File: src/rtl/gc_pkg.sv
// Shared Global Controller definitions: compare-mode codes used by the
// iteration condition unit and its per-lane comparators.
package gc_pkg;

  localparam int CMP_MODE_W = 3;

  // Mode codes; 6 and 7 are reserved and always report no match.
  localparam logic [CMP_MODE_W-1:0] CMP_EQ = 3'd0;
  localparam logic [CMP_MODE_W-1:0] CMP_NE = 3'd1;
  localparam logic [CMP_MODE_W-1:0] CMP_LT = 3'd2;
  localparam logic [CMP_MODE_W-1:0] CMP_LE = 3'd3;
  localparam logic [CMP_MODE_W-1:0] CMP_GT = 3'd4;
  localparam logic [CMP_MODE_W-1:0] CMP_GE = 3'd5;

endpackage : gc_pkg

File: src/rtl/iter_cmp_lane.sv
// One compare lane: purely combinational (iteration variable, bound, mode) -> hit.
// All six relations are derived from a single full-width less-than and an equality.
module iter_cmp_lane
  import gc_pkg::*;
#(
  parameter int ITERATION_VARIABLE_WIDTH = 16,
  parameter bit SIGNED_CMP               = 1'b1
) (
  input  logic [ITERATION_VARIABLE_WIDTH-1:0] iter_var,
  input  logic [ITERATION_VARIABLE_WIDTH-1:0] bound,
  input  logic [CMP_MODE_W-1:0]               mode,
  output logic                                hit
);

  logic eq;
  logic lt;

  assign eq = (iter_var == bound);

  // Signedness is fixed at elaboration, so pick the comparator structurally.
  if (SIGNED_CMP) begin : g_signed
    assign lt = ($signed(iter_var) < $signed(bound));
  end else begin : g_unsigned
    assign lt = (iter_var < bound);
  end

  // Select the relation requested by the lane mode.
  always_comb begin
    // NOTE: assigning a default before the case guarantees no latch is inferred
    // and makes the reserved codes fall through to "no match".
    hit = 1'b0;
    case (mode)
      CMP_EQ:  hit = eq;
      CMP_NE:  hit = ~eq;
      CMP_LT:  hit = lt;
      CMP_LE:  hit = lt | eq;
      CMP_GT:  hit = ~(lt | eq);
      CMP_GE:  hit = ~lt;
      default: hit = 1'b0;
    endcase
  end

endmodule : iter_cmp_lane

File: src/rtl/iteration_condition_unit.sv
// Multi-channel iteration condition unit for the Global Controller.
// Holds per-lane bound/mode registers, a one-cycle output pipeline stage,
// sticky hit flags and saturating hit counters feeding loop-exit logic.
module iteration_condition_unit
  import gc_pkg::*;
#(
  parameter int ITERATION_VARIABLE_WIDTH = 16,
  parameter int NUM_CHANNELS             = 4,
  parameter bit SIGNED_CMP               = 1'b1,
  parameter int CNT_WIDTH                = 8,
  localparam int SEL_W = (NUM_CHANNELS > 1) ? $clog2(NUM_CHANNELS) : 1
) (
  input  logic                                         clk,
  input  logic                                         rst,
  input  logic                                         cfg_we,
  input  logic [SEL_W-1:0]                             cfg_sel,
  input  logic [ITERATION_VARIABLE_WIDTH-1:0]          cfg_bound,
  input  logic [CMP_MODE_W-1:0]                        cfg_mode,
  input  logic                                         in_valid,
  input  logic [NUM_CHANNELS*ITERATION_VARIABLE_WIDTH-1:0] in_var,
  input  logic                                         sticky_clr,
  output logic                                         out_valid,
  output logic [NUM_CHANNELS-1:0]                      match,
  output logic                                         any_match,
  output logic                                         all_match,
  output logic [NUM_CHANNELS-1:0]                      sticky,
  output logic [NUM_CHANNELS*CNT_WIDTH-1:0]            hit_cnt
);

  localparam int W = ITERATION_VARIABLE_WIDTH;

  logic [W-1:0]          bound_q [NUM_CHANNELS];
  logic [CMP_MODE_W-1:0] mode_q  [NUM_CHANNELS];
  logic [CNT_WIDTH-1:0]  cnt_q   [NUM_CHANNELS];

  logic [NUM_CHANNELS-1:0] hit_d;
  logic [NUM_CHANNELS-1:0] match_d;
  logic                    out_valid_q;
  logic [NUM_CHANNELS-1:0] match_q;
  logic [NUM_CHANNELS-1:0] sticky_q;

  // Config register file: a write lands on the edge, so a compare issued in the
  // same cycle still sees the old bound/mode. Out-of-range selects match no lane.
  always_ff @(posedge clk) begin
    // NOTE: this small register file is reset on purpose (bounds 0, mode EQ)
    // because downstream logic relies on a defined compare right after reset;
    // it is flops, not a RAM, so resetting it is legal and cheap.
    if (rst) begin
      for (int i = 0; i < NUM_CHANNELS; i++) begin
        bound_q[i] <= '0;
        mode_q[i]  <= CMP_EQ;
      end
    end else begin
      for (int i = 0; i < NUM_CHANNELS; i++) begin
        if (cfg_we && (cfg_sel == SEL_W'(i))) begin
          bound_q[i] <= cfg_bound;
          mode_q[i]  <= cfg_mode;
        end
      end
    end
  end

  for (genvar g = 0; g < NUM_CHANNELS; g++) begin : g_lane
    iter_cmp_lane #(
      .ITERATION_VARIABLE_WIDTH (W),
      .SIGNED_CMP               (SIGNED_CMP)
    ) u_lane (
      .iter_var (in_var[g*W +: W]),
      .bound    (bound_q[g]),
      .mode     (mode_q[g]),
      .hit      (hit_d[g])
    );
  end

  // Results only count when the input is valid; otherwise the stage carries zeros.
  assign match_d = in_valid ? hit_d : '0;

  // Output pipeline stage: one cycle of latency, cleared by reset so an
  // in-flight result is dropped.
  always_ff @(posedge clk) begin
    // NOTE: sequential state is updated with non-blocking assignments so every
    // register samples the pre-edge values regardless of statement order.
    if (rst) begin
      out_valid_q <= 1'b0;
      match_q     <= '0;
    end else begin
      out_valid_q <= in_valid;
      match_q     <= match_d;
    end
  end

  // Sticky flags: a new match wins over a clear arriving in the same cycle.
  always_ff @(posedge clk) begin
    if (rst) begin
      sticky_q <= '0;
    end else begin
      sticky_q <= (sticky_q & ~{NUM_CHANNELS{sticky_clr}}) | match_d;
    end
  end

  // Saturating hit counters: a clear restarts at 1 if the lane matches this cycle.
  always_ff @(posedge clk) begin
    if (rst) begin
      for (int i = 0; i < NUM_CHANNELS; i++) begin
        cnt_q[i] <= '0;
      end
    end else begin
      for (int i = 0; i < NUM_CHANNELS; i++) begin
        if (sticky_clr) begin
          cnt_q[i] <= CNT_WIDTH'(match_d[i]);
        end else if (match_d[i] && (cnt_q[i] != '1)) begin
          cnt_q[i] <= cnt_q[i] + 1'b1;
        end
      end
    end
  end

  for (genvar g = 0; g < NUM_CHANNELS; g++) begin : g_cnt_out
    assign hit_cnt[g*CNT_WIDTH +: CNT_WIDTH] = cnt_q[g];
  end

  assign out_valid = out_valid_q;
  assign match     = match_q;
  assign any_match = out_valid_q & (|match_q);
  assign all_match = out_valid_q & (&match_q);
  assign sticky    = sticky_q;

endmodule : iteration_condition_unit
File: config.mk
export PLATFORM = sky130hd
export DESIGN_NAME = iteration_condition_unit
export DESIGN_NICKNAME = d
export VERILOG_FILES = /design/src/rtl/gc_pkg.sv /design/src/rtl/iter_cmp_lane.sv /design/src/rtl/iteration_condition_unit.sv
export SDC_FILE = /design/constraint.sdc
export NUM_CORES = 1
export LEC_CHECK = 0
export ABC_CLOCK_PERIOD_IN_PS = 4200
export CORE_UTILIZATION = 26
export DETAILED_ROUTE_END_ITERATION = 10
export GPL_ROUTABILITY_DRIVEN = 1
export SLEW_MARGIN = 20
export SYNTH_ARGS = -nofsm -noshare
export SYNTH_HDL_FRONTEND = slang
export SYNTH_SLANG_ARGS = --single-unit
File: constraint.sdc
create_clock -name clk -period 4.2 [get_ports clk]
set_input_delay 0.42 -clock clk [delete_from_list [all_inputs] [get_ports clk]]
set_output_delay 0.42 -clock clk [all_outputs]
set_load 0.02 [all_outputs]
Yosys cells after proc, flatten, opt, wreduce, memory -nomap -nowiden

Memories as Yosys holds them, arrays and structs flattened.
Index checks and enable logic that the tools add are counted.

Register bits: 9
RAM bits: 108
Bits of input ports: 90
Output and inout bits: 43
Word-level logic and storage cells: 151
Memories kept: 3

Memories:

| memory  | words | bits a word | read ports | clocked after memory_dff | wr ports | line                           | RTL |
|---|---|---|---|---|---|---|---|
| bound_q | 4     | 16          | 4          | 0                        | 4        | iteration_condition_unit.sv:32 | `logic [W-1:0] bound_q [NUM_CHANNELS];` |
| cnt_q   | 4     | 8           | 4          | 0                        | 4        | iteration_condition_unit.sv:34 | `logic [CNT_WIDTH-1:0] cnt_q [NUM_CHANNELS];` |
| mode_q  | 4     | 3           | 4          | 0                        | 4        | iteration_condition_unit.sv:33 | `logic [CMP_MODE_W-1:0] mode_q [NUM_CHANNELS];` |

Add/subtract/negate cells: 4
$lt $le $gt $ge: 4
Equal/unequal tests: 31
Multiplexer cells: 54
Bitwise logic cells: 37
Reduce and logical (&&, ||, !) cells: 15

Operators with widths:

| kind                | count |
|---|---|
| $eq 16x16->1        | 4 |
| $lt 16x16->1        | 4 |
| $mux 16             | 4 |
| $mux 8              | 8 |
| $mux 1              | 33 |
| $add 8x1->8 const B | 4 |
| $ne 8x8->1 const B  | 4 |
| $eq 3x2->1 const B  | 8 |
| $eq 3x3->1 const B  | 8 |
| $pmux 1 s6          | 4 |
| $or 1x1->1          | 20 |
| $eq 3x1->1 const B  | 4 |
| $logic_not 3->1     | 4 |
| $mux 3              | 4 |
| $not 1->1           | 12 |
| $logic_and 1x1->1   | 8 |
| $and 4x4->4         | 1 |
| $eq 2x2->1 const B  | 2 |
| $mux 4              | 1 |
| $not 4->4           | 1 |
| $or 4x4->4          | 1 |
| $reduce_and 4->1    | 1 |
| $reduce_or 4->1     | 1 |
| $and 1x1->1         | 2 |
| 2 further kinds     | 2 |

Longest topological paths before layout

Gate-level depths: netlist of run 1.

Depth in word-level cells: 11
Depth in mapped cells: 10
Depth with buffers taken out: 9

Cells and area by module

From an unflattened synthesis of run 1, not the netlist that was laid out.

Cell total of the unflattened synthesis: 614
Area, all modules: 6906.6 sq um

Modules (own cells, without submodules):

| module                   | times used | cells an instance | area each (sq um) | seq. area each (sq um) |
|---|---|---|---|---|
| iteration_condition_unit | 1          | 354               | 4874.7            | 3423.3 |
| iter_cmp_lane            | 4          | 65                | 508.0             | 0.0 |

Worst setup path after synthesis of run 1

No wires, ideal clock.

Kind: input -> register
Start point: input port in_var[47]
End point: memory cnt_q[2][0], enable pin
Setup time: 0.387 ns
Data arrival time: 2.751 ns
Required time: 3.813 ns
Setup slack: 1.063 ns
Stages on the path: 9
Path buffers: 1
Cells stage by stage: ha_1 nand4_1 o22ai_1 or4b_1 or3_1 nand3_1 a32oi_2 buf_6 o31ai_1

RTL lines:

| item            | line                           | RTL |
|---|---|---|
| start, declared | iteration_condition_unit.sv:20 | `input logic [NUM_CHANNELS*ITERATION_VARIABLE_WIDTH-1:0] in_var,` |
| end, declared   | iteration_condition_unit.sv:34 |  |

==> flow_summary.ini, run 1 <==
[status]
status = complete, no violations

[placed_design]
port_buffers = 132
place_congestion = 0.816
place_hpwl_um = 13800

[sta]
setup_violations = 0
relSlewSlack_pct = 33.8
hold_viol = 0
finalCritPeriodShare_pct = 80.2
final.setup.tns_ns = 0
period_needed_ns = 3.37
skew_ns = 0.0113
max_freq_mhz = 297
rsz0062_at_grt = no
drv_slew = 0
worst-slew-pin-transition_ns = 0.990

[clocking]
cts_buffer_depth = 2
clk_latency_ns = 0.41
cts_tree = built
ctsResizeCount = 0
cts_hold_buf = 0
cts_max_level = 4
cts-root-buf = clkbuf_16
path_clk_slew_ns = 0.06
post_cts_buffers = 0
cts_made_buffers = 17
clkSinkCount = 117

[setup_path]
r2r_cells = 9
startpoint_type = primary input
critPathKind = primary input to flip-flop
critPathMostFrequentCell = nand2_1
cp-startpoint = in_var[11]
r2r_end = cnt_q[0][1]
r2r_start = bound_q[0][14]
slowest_delay_ns = 0.64
slowest_stage = o41ai_1
worst_setup_path_end_kind = flip-flop
r2r_slack_ns = 0.85
crit_chain = clkdlybuf4s50_1 -> ha_1 -> a21o_1 -> a21oi_1 -> nand2_1 -> o41ai_1 -> a211oi_1 -> o211ai_1 -> nand2_1
cp_max_fo = 8
required_ns = 4.28
crit_arrival_ns = 3.45

[global_routing]
overflow = 0
grt_pass1_wl_um = 27000
grt_pass1_vias = 4950
grt_usage_pct = 13.6
grt_max_degree = 20
grt_antenna_before_repair = 2

[synth]
synth_seq_area_share_pct = 50.0
synthTopCellsByArea = edfxtp_1 47%, ha_1 12%, and2_1 7.1%
netlist_area_mm2 = 0.00684
yosys_warnings = 0
synth_fp_nets = 792
ys_ff_latch = 117
synth_largest_area_cell = edfxtp_1
synthFlopType = edfxtp_1
synthArstFlopShare_pct = 0
synth.avg_cell_area_um2 = 10.8
synth.distinct_cells = 56
synth_edf_count = 108
syn_inst = 634
synth_top_area_share_pct = 47.4

[route]
num_vias = 5115
drt_iter0_drc = 199
wire_per_inst_um = 15.4
vias_per_cell = 4.49
drc = 0
detail-route-antenna-nets = 0
wl_um = 17500
dr.pass1.iters = 4

[layout]
drive_gt1_share_pct = 5.87
multi_input_area_mm2 = 0.00309
syn2layout_area_growth_pct = 35.3
regArea_mm2 = 0.00342
fin_util_pct = 35.7
fill_cells = 2550
layout.nets = 946

[power]
p_int_uw = 2650
clockPowerShare_pct = 44.7
ir_drop_v = 0.000191
p_seq_share_pct = 40.7
p_sw_share_pct = 23.6
powerDensity_mw_per_mm2 = 374
p_leak_uw = 0.00370
combPwrFrac_pct = 14.6
switchingPower_uw = 818

[die]
die_h_um = 164
initial_core_util_pct = 26.4
core-area_mm2 = 0.0259
rows = 59
pin_count = 133
dieArea_mm2 = 0.0270
die_w_um = 164

[min_path]
hold_start = sticky[1]
hp-class = flip-flop to flip-flop
holdPathEnd = sticky[1]
hold_depth = 2

[run]
drv_cap = 0
[logic make-up (layout without fill, tap and decap cells)]
kind of cell | after synthesis | count (layout) | share of synthesized area, %
compound gates | 87 | 87 | 8.58
xor+xnor | 27 | 27 | 3.46
fa+ha+maj | 68 | 68 | 12.4
buf+inv | 86 | 253 | 4.94
flops | 117 | 117 | 50.0
mux | 3 | 3 | 0.457
other cells | 0 | 2 | 0
simple gates | 246 | 246 | 20.1
[power groups by stage]
| stage | combinational [uW] | clock, uW | sequential, uW |
|---|---|---|---|
| finish | 505 | 1550 | 1410 |
| global route | 564 | 1630 | 1420 |
| CTS | 513 | 1580 | 1410 |
| detailed placement | 509 | 0 | 1430 |
| global placement | 505 | 0 | 1430 |
| floorplan | 239 | 0 | 1450 |
[synth_stat cells, types with 10 or more instances]
| cell type | number |
|---|---|
| a21oi_1 | 27 |
| and2_1 | 78 |
| and3_1 | 11 |
| edfxtp_1 | 108 |
| ha_1 | 68 |
| inv_1 | 76 |
| nand2_1 | 33 |
| nand2b_1 | 11 |
| nand3_1 | 24 |
| nand4_1 | 10 |
| nor2_1 | 35 |
| nor4_1 | 10 |
| o21ai_0 | 10 |
| xnor2_1 | 12 |
| xor2_1 | 15 |
[worst max-delay path, delay by kind of cell]
kind	cells	cell delay [ns]
compound gates	5	1.78
simple gates	2	0.46
buf+inv	1	0.43
fa+ha+maj	1	0.35
[per-layer routing]
metal,up-vias,GRT usage (%),wire (um)
met5,-,0,0
met4,0,5.64,372
met3,19,2.85,603
met2,94,22.6,8530
met1,2436,17.0,8000
li1,2566,-,-
[worst max path at each step]
stage                  endpoint  depth (start not counted)
finish              cnt_q[0][1]                          9
global route        cnt_q[0][1]                          9
CTS                 cnt_q[0][1]                          9
detailed placement  cnt_q[0][1]                          9
global placement    cnt_q[0][3]                          9
floorplan           cnt_q[2][0]                          9
[cell type report]
class                      instances  share of cell area (%)
antenna                            2                  0.0541
inverter                          78                    3.16
multi-input combinational        431                    33.4
timing repair buffer             143                    15.2
clock buffer                      20                    4.72
sequential                       117                    37.0
tap                              335                    4.53
clock inverter                    12                    1.99
[flip-flops by register name, summed over array words and instances, names as in the netlist]
| register | count |
|---|---|
| cnt_q | 32 |
| out_valid | 1 |
| match | 4 |
| sticky | 4 |
| bound_q | 64 |
| mode_q | 12 |
[per-stage QoR]
stage | std cells | setup WS (ns) | total power, uW | cell area, um^2 | hold WS [ns]
after floorplan | 634 | 1.06 | 1690 | 6840 | 0.521
after global placement | 1104 | 0.386 | 1940 | 8630 | 0.449
after detailed placement | 1104 | 0.346 | 1940 | 8630 | 0.458
after CTS | 1136 | 0.785 | 3510 | 9250 | 0.468
after global routing | 1138 | 0.530 | 3610 | 9260 | 0.486
final | 1138 | 0.831 | 3460 | 9260 | 0.460
[layout by cell type (no fill, tap or decap), drive strengths merged, types with 6 or more instances in the layout]
cell             n
buf             11
nand2           33
or3              6
nor4            11
ha              68
nor2b            7
a21oi           29
o21ai           14
o211ai           6
xor2            15
clkbuf          20
nor2            35
clkdlybuf4s50  132
and2            78
and3            11
nor3             7
xnor2           12
nand2b          11
nand3           24
and4             8
inv             76
nand4           10
clkinv           9
dfxtp            9
edfxtp         108
Note: power is estimated with default switching activity, not from simulation.
==> inputs of run 2 (changes only) <==
--- a/config.mk
+++ b/config.mk
@@ -5,7 +5,7 @@
 export SDC_FILE = /design/constraint.sdc
 export NUM_CORES = 1
 export LEC_CHECK = 0
-export ABC_CLOCK_PERIOD_IN_PS = 4200
+export ABC_CLOCK_PERIOD_IN_PS = 3100
 export CORE_UTILIZATION = 26
 export DETAILED_ROUTE_END_ITERATION = 10
 export GPL_ROUTABILITY_DRIVEN = 1
==> constraint.sdc (replaced) <==
create_clock -name clk -period 3.1 [get_ports clk]
set_input_delay 0.31 -clock clk [delete_from_list [all_inputs] [get_ports clk]]
set_output_delay 0.31 -clock clk [all_outputs]
set_load 0.02 [all_outputs]
==> flow_summary.ini, run 2 (synthesized netlist as in run 1, its figures left out) <==
[status]
status = complete, no violations

[route]
vias_per_cell = 4.48
wire_per_inst_um = 15.4
num_vias = 5179
dr.pass1.iters = 4
drt_iter0_drc = 267
wl_um = 17800
drc = 0
detail-route-antenna-nets = 0

[clocking]
post_cts_buffers = 0
cts-root-buf = clkbuf_16
cts_buffer_depth = 2
cts_max_level = 4
clk_latency_ns = 0.41
cts_tree = built
path_clk_slew_ns = 0.05
clkSinkCount = 117
cts_made_buffers = 17

[setup_path]
worst_setup_path_end_kind = flip-flop
slowest_delay_ns = 0.51
startpoint_type = flip-flop
slowest_stage = or4b_1
cp_max_fo = 10
crit_chain = inv_1 -> ha_1 -> nand4_1 -> o22ai_1 -> or4b_1 -> or3_1 -> a31o_2 -> a32oi_2 -> buf_4 -> nor4_1
critPathKind = flip-flop to flip-flop
required_ns = 3.25
crit_arrival_ns = 2.98

[global_routing]
grt_max_degree = 20
grt_pass1_vias = 5235
overflow = 0
grt_antenna_before_repair = 2
grt_pass1_wl_um = 27800
grt_usage_pct = 13.8

[die]
die_w_um = 164
rows = 59
core-area_mm2 = 0.0259
dieArea_mm2 = 0.0270
die_h_um = 164
pin_count = 133
initial_core_util_pct = 26.4

[sta]
rsz0062_at_grt = no
max_freq_mhz = 353
whs_ns = 0.452
relSlewSlack_pct = 69.0
setup_violations = 0
finalCritPeriodShare_pct = 91.4
final.setup.tns_ns = 0
drv_slew = 0
skew_ns = 0.00799
worst-slew-pin-transition_ns = 0.458
hold_viol = 0
period_needed_ns = 2.83

[run]
drv_cap = 0

[placed_design]
place_congestion = 0.857
dp_cells = 1123
place_hpwl_um = 13900
port_buffers = 132

[layout]
syn2layout_area_growth_pct = 37.6
final_cells = 1157
largest_register_ffs = 64
drive_gt1_share_pct = 8.78
final_common_cell = clkdlybuf4s50_1
top_register = bound_q
fin_util_pct = 36.4
layout_common_cells = 132 x clkdlybuf4s50_1, 108 x edfxtp_1, 78 x and2_1, 76 x inv_1, 68 x ha_1
layout.nets = 965
reg_top3 = bound_q x64, cnt_q x32, mode_q x12

[power]
p_leak_uw = 0.00380
ir_drop_v = 0.000344
powerDensity_mw_per_mm2 = 500
power_uw = 4710

[min_path]
hp-class = flip-flop to flip-flop
## run 2: cell types whose count changed in the layout (fill, tap and decap cells not counted), moves of 3 or more
cell and delta:
buf_4 +18, clkbuf_1 -3, clkinv_1 -4, clkinvlp_4 +4
## run 2: metal layers
layer	GRT usage, %	wire (um)	up-vias
met5	0	0	-
met4	5.13	297	0
met3	3.03	632	16
met2	22.7	8570	89
met1	17.6	8260	2459
li1	-	-	2615
## run 2: where the power goes
group	internal, uW	leakage (uW)	total (uW)	switching [uW]
logic	349	0.00232	705	356
clock network	1380	0.000301	2100	713
registers	1840	0.00118	1910	68.0
total	3570	0.00380	4710	1140
## run 2: worst max-delay path: cells and delay by family, from the launching register on
kind	cells	cell delay (ns)
buffers and inverters	2	0.33
AO/OA/AOI/OAI	3	0.53
adder cells (fa/ha/maj)	1	0.26
flip-flops	1	0.35
AND/OR/NAND/NOR	4	1.10
## run 2: path summary, 6_finish.rpt
kind | from | endpoint | slack (ns) | cells after the start
worst max-delay path | bound_q[2][15] | cnt_q[2][5] | 0.27 | 10
worst min-delay path | sticky[2] | sticky[2] | 0.45 | 2
worst max register to register | bound_q[2][15] | cnt_q[2][5] | 0.27 | 10
worst min register to register | sticky[2] | sticky[2] | 0.45 | 2
## run 2: layout make-up
type                       instances  area [um^2]
fill                            2560        16500
inverter                          78          293
tap                              335          419
clock inverter                    13          179
sequential                       117         3420
clock buffer                      19          453
multi-input combinational        431         3090
antenna                            2         5.00
timing repair buffer             162         1560
## run 2: what timing repair did
| item | in CTS | in global routing |
|---|---|---|
| setup endpoints to repair | 0 | 16 |
| resized for setup | 0 | 2 |
| hold buffers | 0 | 0 |
## run 2: per-stage QoR
step	worst slack (ns)	instance area, um^2
floorplan	0.0548	6840
global route	0.0923	9420
CTS	0.0491	9410
finish	0.268	9420
global placement	-0.361	8780
detailed placement	-0.300	8780
